[src/rtl/conv_frame_controller.sv]
// Frame sequencer for the 3x3 convolution datapath: pixel accept, line-buffer strobes, window events.
// Optional CONV_CTRL_ABORT_EN adds an abort input that returns the controller to IDLE.
module conv_frame_controller #(
  parameter int IMG_W = 64,
  parameter int IMG_H = 64,
  parameter int CW    = 6,
  parameter int RW    = 6
) (
  input  logic          clk,
  input  logic          rst,
`ifdef CONV_CTRL_ABORT_EN
  input  logic          abort,
`endif
  input  logic          start,
  input  logic [1:0]    filter_sel_req,
  input  logic          in_valid,
  output logic          in_ready,
  output logic          lb_wr_en,
  output logic [CW-1:0] lb_wr_col,
  output logic [1:0]    filter_sel,
  output logic          win_valid,
  input  logic          out_ready,
  output logic [RW-1:0] win_row,
  output logic [CW-1:0] win_col,
  output logic          busy,
  output logic          frame_done
);

  typedef enum logic [1:0] {IDLE, RUN, DRAIN, DONE} state_e;

  localparam logic [CW-1:0] COL_LAST = CW'(IMG_W - 1);
  localparam logic [RW-1:0] ROW_LAST = RW'(IMG_H - 1);

  state_e        state_q, state_d;
  logic [CW-1:0] col_q, col_d;
  logic [RW-1:0] row_q, row_d;
  logic [1:0]    filt_q, filt_d;
  logic          win_valid_q, win_valid_d;
  logic [RW-1:0] win_row_q, win_row_d;
  logic [CW-1:0] win_col_q, win_col_d;
  logic          abort_w;

`ifdef CONV_CTRL_ABORT_EN
  assign abort_w = abort;
`else
  assign abort_w = 1'b0;
`endif

  always_comb begin
    // NOTE: every variable gets a default first so no path through the case can infer a latch.
    state_d     = state_q;
    col_d       = col_q;
    row_d       = row_q;
    filt_d      = filt_q;
    win_valid_d = win_valid_q;
    win_row_d   = win_row_q;
    win_col_d   = win_col_q;
    in_ready    = 1'b0;

    unique case (state_q)
      IDLE: begin
        if (start && !abort_w) begin
          filt_d  = filter_sel_req;
          col_d   = '0;
          row_d   = '0;
          state_d = RUN;
        end
      end
      RUN: begin
        in_ready = !win_valid_q || out_ready;
        if (win_valid_q && out_ready) win_valid_d = 1'b0;
        if (in_valid && in_ready) begin
          // A new window overrides the retire of the previous one in the same cycle.
          if (row_q >= RW'(2) && col_q >= CW'(2)) begin
            win_valid_d = 1'b1;
            win_row_d   = row_q - RW'(1);
            win_col_d   = col_q - CW'(1);
          end
          if (col_q == COL_LAST) begin
            col_d = '0;
            if (row_q == ROW_LAST) begin
              row_d   = '0;
              state_d = DRAIN;
            end else begin
              row_d = row_q + RW'(1);
            end
          end else begin
            col_d = col_q + CW'(1);
          end
        end
      end
      DRAIN: begin
        if (!win_valid_q || out_ready) begin
          win_valid_d = 1'b0;
          state_d     = DONE;
        end
      end
      DONE:    state_d = IDLE;
      default: state_d = IDLE;
    endcase

    if (abort_w && state_q != IDLE) begin
      state_d     = IDLE;
      win_valid_d = 1'b0;
      col_d       = '0;
      row_d       = '0;
    end
  end

  always_ff @(posedge clk) begin
    // NOTE: non-blocking assignments keep every register updating from pre-edge values.
    if (rst) begin
      state_q     <= IDLE;
      col_q       <= '0;
      row_q       <= '0;
      filt_q      <= 2'b00;
      win_valid_q <= 1'b0;
      win_row_q   <= '0;
      win_col_q   <= '0;
    end else begin
      state_q     <= state_d;
      col_q       <= col_d;
      row_q       <= row_d;
      filt_q      <= filt_d;
      win_valid_q <= win_valid_d;
      win_row_q   <= win_row_d;
      win_col_q   <= win_col_d;
    end
  end

  assign lb_wr_en   = in_valid & in_ready;
  assign lb_wr_col  = col_q;
  assign filter_sel = filt_q;
  assign win_valid  = win_valid_q;
  assign win_row    = win_row_q;
  assign win_col    = win_col_q;
  assign busy       = (state_q != IDLE);
  assign frame_done = (state_q == DONE);

endmodule
[config.mk]
export PLATFORM = sky130hd
export DESIGN_NAME = conv_frame_controller
export DESIGN_NICKNAME = d
export VERILOG_FILES = /design/src/rtl/conv_frame_controller.sv
export SDC_FILE = /design/constraint.sdc
export NUM_CORES = 1
export LEC_CHECK = 0
export ABC_AREA = 1
export CAP_MARGIN = 10
export CELL_PAD_IN_SITES_DETAIL_PLACEMENT = 0
export CELL_PAD_IN_SITES_GLOBAL_PLACEMENT = 1
export CORE_MARGIN = 2
export CORE_UTILIZATION = 39
export CTS_CLUSTER_DIAMETER = 150
export DETAILED_ROUTE_END_ITERATION = 8
export GPL_ROUTABILITY_DRIVEN = 0
export PLACE_DENSITY = 0.82
export SYNTH_ARGS = -nofsm -noshare
export SYNTH_HDL_FRONTEND = slang
export SYNTH_SLANG_ARGS = --single-unit
[constraint.sdc]
create_clock -name clk -period 4.67 [get_ports clk]
set_clock_uncertainty 0.1 [all_clocks]
set_input_delay 0.934 -clock clk [delete_from_list [all_inputs] [get_ports clk]]
set_output_delay 0.934 -clock clk [all_outputs]
set_load 0.005 [all_outputs]
Word-level counts from Yosys, hierarchy flattened
Cells that the tools add are included.
- register bits: 29
- input bits: 7
- add/sub/neg operators: 4
- magnitude comparators: 2
- reductions and logical operators: 15
- bitwise logic cells: 1
- equality and inequality tests: 10
- multiplexer cells: 20
- operators with widths (kind ; number):
    two-way mux 6 bit ; 6
    case mux 6 bit (2 select lines) ; 2
    adder 6 x 1 -> 6 bit (second input constant) ; 2
    == test 6 bit (second input constant) ; 2
    >= comparator 6 x 2 -> 1 bit (second input constant) ; 2
    subtractor 6 x 1 -> 6 bit (second input constant) ; 2
    two-way mux 2 bit ; 5
    inequality test 2 bit (second input constant) ; 5
    case mux 2 bit (4 select lines) ; 1
    AND reduction 3 bit ; 2
    nonzero test 2 bit ; 3
    two-way mux 1 bit ; 5
    AND reduction 5 bit ; 1
    == test 2 bit (second input constant) ; 2
    AND reduction 2 bit ; 2
    AND reduction 4 bit ; 1
    logical AND 1 bit ; 3
    == test 2 x 1 -> 1 bit (second input constant) ; 1
    zero test 2 bit ; 1
    case mux 1 bit (2 select lines) ; 1
    bitwise AND 1 bit ; 1
    zero test 1 bit ; 1
    logical OR 1 bit ; 1

Logic depth before layout (Yosys ltp)
- depth after elaboration: 5
- gate-level depth with buffers: 11
- mapped depth without buffers: 10

Worst setup path after synthesis
Ideal clock, no wire load.
- kind: input -> output
- start: in out_ready
- end: out lb_wr_en
- setup slack: 2394 ps
- cell stages on the path: 4
- buffers on the path: 0
- required time: 3636 ps
- arrival: 1242 ps
- cells stage by stage: inv_1 nand2_1 nand2_1 nor2_1
- cells in the longest elaborated chain, start to end: 3
- RTL lines (what ; RTL line ; RTL):
    start: declaration ; 22 ; input logic out_ready,
    logical OR 1 bit ; 70 ; in_ready = !win_valid_q || out_ready;
    two-way mux 1 bit ; 60 ; unique case (state_q)
    bitwise AND 1 bit ; 131 ; assign lb_wr_en = in_valid & in_ready;
    end: declaration ; 18 ; output logic lb_wr_en,
Every way passes these cells.

Final worst setup path
Same ends and word-level chain as after synthesis.

==> results <==
- The flow ran to the end, and the final reports show no timing, DRC or antenna violations.
- The worst path arrival time is approximately 2.3 ns.
- In this run the most critical hold path is launched from filter_sel[0]$_SDFFE_PP0P_.
- The number of hold violations in the final report came to 0.
- The number of nets at the end of the flow is 320.
- After Yosys synthesis, and, or, nand and nor cells account for between 30% and 40% of the synthesized area.
- Along the worst path, the maximum fanout reaches 3.
- After detailed routing, the total wire length is about 3800 µm.
- The root buffer selected by CTS is sky130_fd_sc_hd__clkbuf_8.
- The number of antenna violations at the first check in global routing is 0.
- Cells fill between 40% and 50% of the core in the end.
- The tightest min-delay check is of the register to register type.
- The placeable core area is between 4000 and 5000 µm².
- The TritonCTS buffer count is 5.
- The initialized floorplan defines 24 standard-cell rows.
- After technology mapping, the gate count stands at 272.
- The post-CTS setup-driven buffer insertion count is 0.
- Detailed placement ended at an HPWL of approximately 2800 µm.
- Of the cells placed in the final design, the portion with a size suffix greater than 1 is around 6.6%.
- In this run the count of I/O pins placed on the die edge is 32.
- The count of state elements after synthesis is 29.
- Counting every sink on the clock net gives 29.
- The die outline height is just over 70 µm.
- The area share of fa/ha/maj cells after synthesis is roughly 7.6%.
- The setup violation total in the final timing report is 0.
- In the final routed layout, each cell accounts on average for 10.6 µm.
- The cell area after synthesis is 1800 µm².
- The share of the cycle needed by the critical path after routing is 72.0%.
- The setup TNS is 0 ns.
- Before CTS, the worst setup slack after placement is between 1 and 1.5 ns.
- The horizontal extent of the die is a little over 70 µm.
- STA classifies the critical path endpoint as an output pin.
- The total die area is 5170 µm².
- The smallest clock period supported by the final layout is computed as between 3 and 4 ns.
- The number of nets with antenna violations after routing is 0.
- The total count of max-transition violations in the final report is 0.
- The clock tree synthesis step divided the H-tree into 2 levels.
- Data on the critical path is required at its endpoint by about 3.6 ns.
- Measured against its own limit, the worst slew margin works out to 58.0%.
- The post-synthesis share of cell area spent on xor and xnor gates is under 10%.
- The synthesized netlist devotes 6.54% of its cell area to compound gates.
- The post-synthesis cell type count is 27.
- Counting flops with a built-in enable in the synthesized netlist gives 0.
- By area, the combinational part of the netlist is dominated by simple AND/OR/NAND/NOR gates.
- Hold repair after CTS inserted 0 buffers.
- The violation count after the first detailed-routing iteration is about 120.
- After layout, the worst setup slack is 1.31 ns.
- The multiplexer fraction of the synthesized cell area is 0%.
- The mean number of vias per cell is 4.53.
- The largest total area in the synthesized netlist belongs to sky130_fd_sc_hd__dfxtp_1.
- The clock-pin slew on the worst setup and hold paths is 0.07 ns.
- Compared with the post-synthesis result, the final layout area differs by 22.1%.
- The via count of the routed design is ~1,600.
- The share of the Yosys chip area taken by registers is approximately 32%.
- 0 antenna diodes ended up in the layout.
- The first global-routing pass estimated ~6500 µm of wire.
- The cell area power density is about 460 nW/µm².
- The clock passes through at most 2 buffers.
- After filler insertion, the fill cell instance count of the layout stands at about 450.
- The via count of the first global-routing pass is 1,414.
- Averaged over all synthesized cells, the footprint is roughly 6.6 µm².
- The worst-case vdd ir drop is approximately 0.00030 V.
- Global routing used 16.0% of the available tracks.
- The commonest cells after synthesis are sky130_fd_sc_hd__nor2_1, sky130_fd_sc_hd__nand2_1, sky130_fd_sc_hd__inv_1.
- The maximum clock rate is around 300 MHz.
- Setup repair after global routing left no endpoint under its margin.
- The total congestion overflow after global routing is 0.
- The Yosys step of the flow raised 0 warnings.
- The iteration count of the initial detailed-routing pass is 4.
- The source of the worst register-to-register timing path is state_q[1]$_SDFFE_PP0P_.
- The worst setup path is launched from a primary input.
- The initial core utilization is around 41%.
- Counting every net in the synthesized netlist gives 290.
- The transition time of the tightest slew-check pin is between 0.6 and 0.7 ns.
- The share of async-settable or async-resettable flops after synthesis is 0%.
- The leakage power summed over all cells is slightly below 1 nW.
- The CTS tree is yes.
- In the synthesized netlist the dominant register cell turns out to be sky130_fd_sc_hd__dfxtp_1.
- After detailed routing, the number of remaining DRC violations is 0.
- The clock reaches the later pin of the worst-skew pair after ~0.28 ns.
- The worst setup path is of the primary input to output pin kind.
- Tracing the worst setup path back leads to its startpoint at out_ready.
- The max-cap violation count is 0.
- After clock tree synthesis, the repair step resized 0 gates.
- The count of buffers inserted at the top-level ports is 31.
- Entering global routing, the biggest net connects 25 pins.
- sky130_fd_sc_hd__nor2_1 is the most common cell in the netlist.
- In the post-synthesis netlist, the biggest area contributors are sky130_fd_sc_hd__dfxtp_1, sky130_fd_sc_hd__nor2_1, sky130_fd_sc_hd__nand2_1.
- The portion of synthesized cell area occupied by the leading cell type is 32.3%.
[final timing paths]
path	to	cells past startpoint	slack, ns
worst max-delay path	lb_wr_en	6	1.31
worst min-delay path	filter_sel[0]$_SDFFE_PP0P_	2	0.38
worst max register to register	win_row[1]$_SDFFE_PP0P_	7	2.53
worst min register to register	filter_sel[0]$_SDFFE_PP0P_	2	0.38
[power by group]
group / leakage, nW / switching (W) / internal [W]
Clock: 0.0450 / 0.0000995 / 0.000103
Combinational: 0.710 / 0.000308 / 0.000191
Sequential: 0.235 / 0.0000352 / 0.000277
Total: 0.990 / 0.000442 / 0.000571
[cell usage in the layout (no fill, tap or decap), drive strengths merged]
cell           netlist  final
nor2                68     68
nand2               65     65
inv                 41     41
clkdlybuf4s50        0     31
dfxtp               29     29
ha                  11     11
nand3               11     11
o21ai               11     11
xor2                 9      9
a21oi                7      7
nand4                6      6
clkbuf               1      6
nor3                 3      3
clkinv               0      2
nor3b                1      1
nand3b               1      1
o221ai               1      1
[kinds of logic (layout without fill, tap and decap cells)]
logic type	Yosys count	after routing
xor+xnor	9	9
flops	29	29
fa+ha+maj	11	11
compound gates	19	19
buf+inv	49	80
simple gates	155	155
[cell type report]
type	instances	area, µm²	share of cell area [%]
clock buffers	6	72.6	3.30
clock inverters	2	10.0	0.456
inverters	41	154	7.00
multi-input cells	194	1000	45.7
flip-flops and latches	29	581	26.4
well taps	52	65.1	2.96
repair buffers	31	310	14.1
[state kept, by name (all words and copies together) (netlist names)]
register	flops
lb_wr_col	6
state_q	2
win_col	6
filter_sel	2
row_q	6
win_row	6
win_valid	1
[metal layers]
layer / global-route usage (%) / vias up / share of wire (%)
li1: - / 889 / -
met4: 7.34 / 0 / 1.1
met2: 22.9 / 30 / 41
met5: 0 / - / 0
met1: 23.1 / 684 / 54
met3: 3.19 / 4 / 3.1
[critical path: stages]
cell and delay [ns]:
sky130_fd_sc_hd__clkdlybuf4s50_1 0.48, sky130_fd_sc_hd__inv_1 0.04, sky130_fd_sc_hd__nand2_1 0.10, sky130_fd_sc_hd__nand2_1 0.10, sky130_fd_sc_hd__nor2_1 0.16, sky130_fd_sc_hd__clkdlybuf4s50_1 0.52
[per-stage QoR]
step | instances | power (W) | hold WS, ns | cell area, µm²
2_1_floorplan | 272 | 0.000703 | 0.376 | 1800
3_3_place_gp | 347 | 0.000818 | 0.365 | 2110
3_5_place_dp | 347 | 0.000818 | 0.371 | 2110
4_1_cts | 355 | 0.00102 | 0.387 | 2200
5_1_grt | 355 | 0.00111 | 0.425 | 2200
6_report | 355 | 0.00101 | 0.380 | 2200
Note: power is estimated with default switching activity, not from simulation.
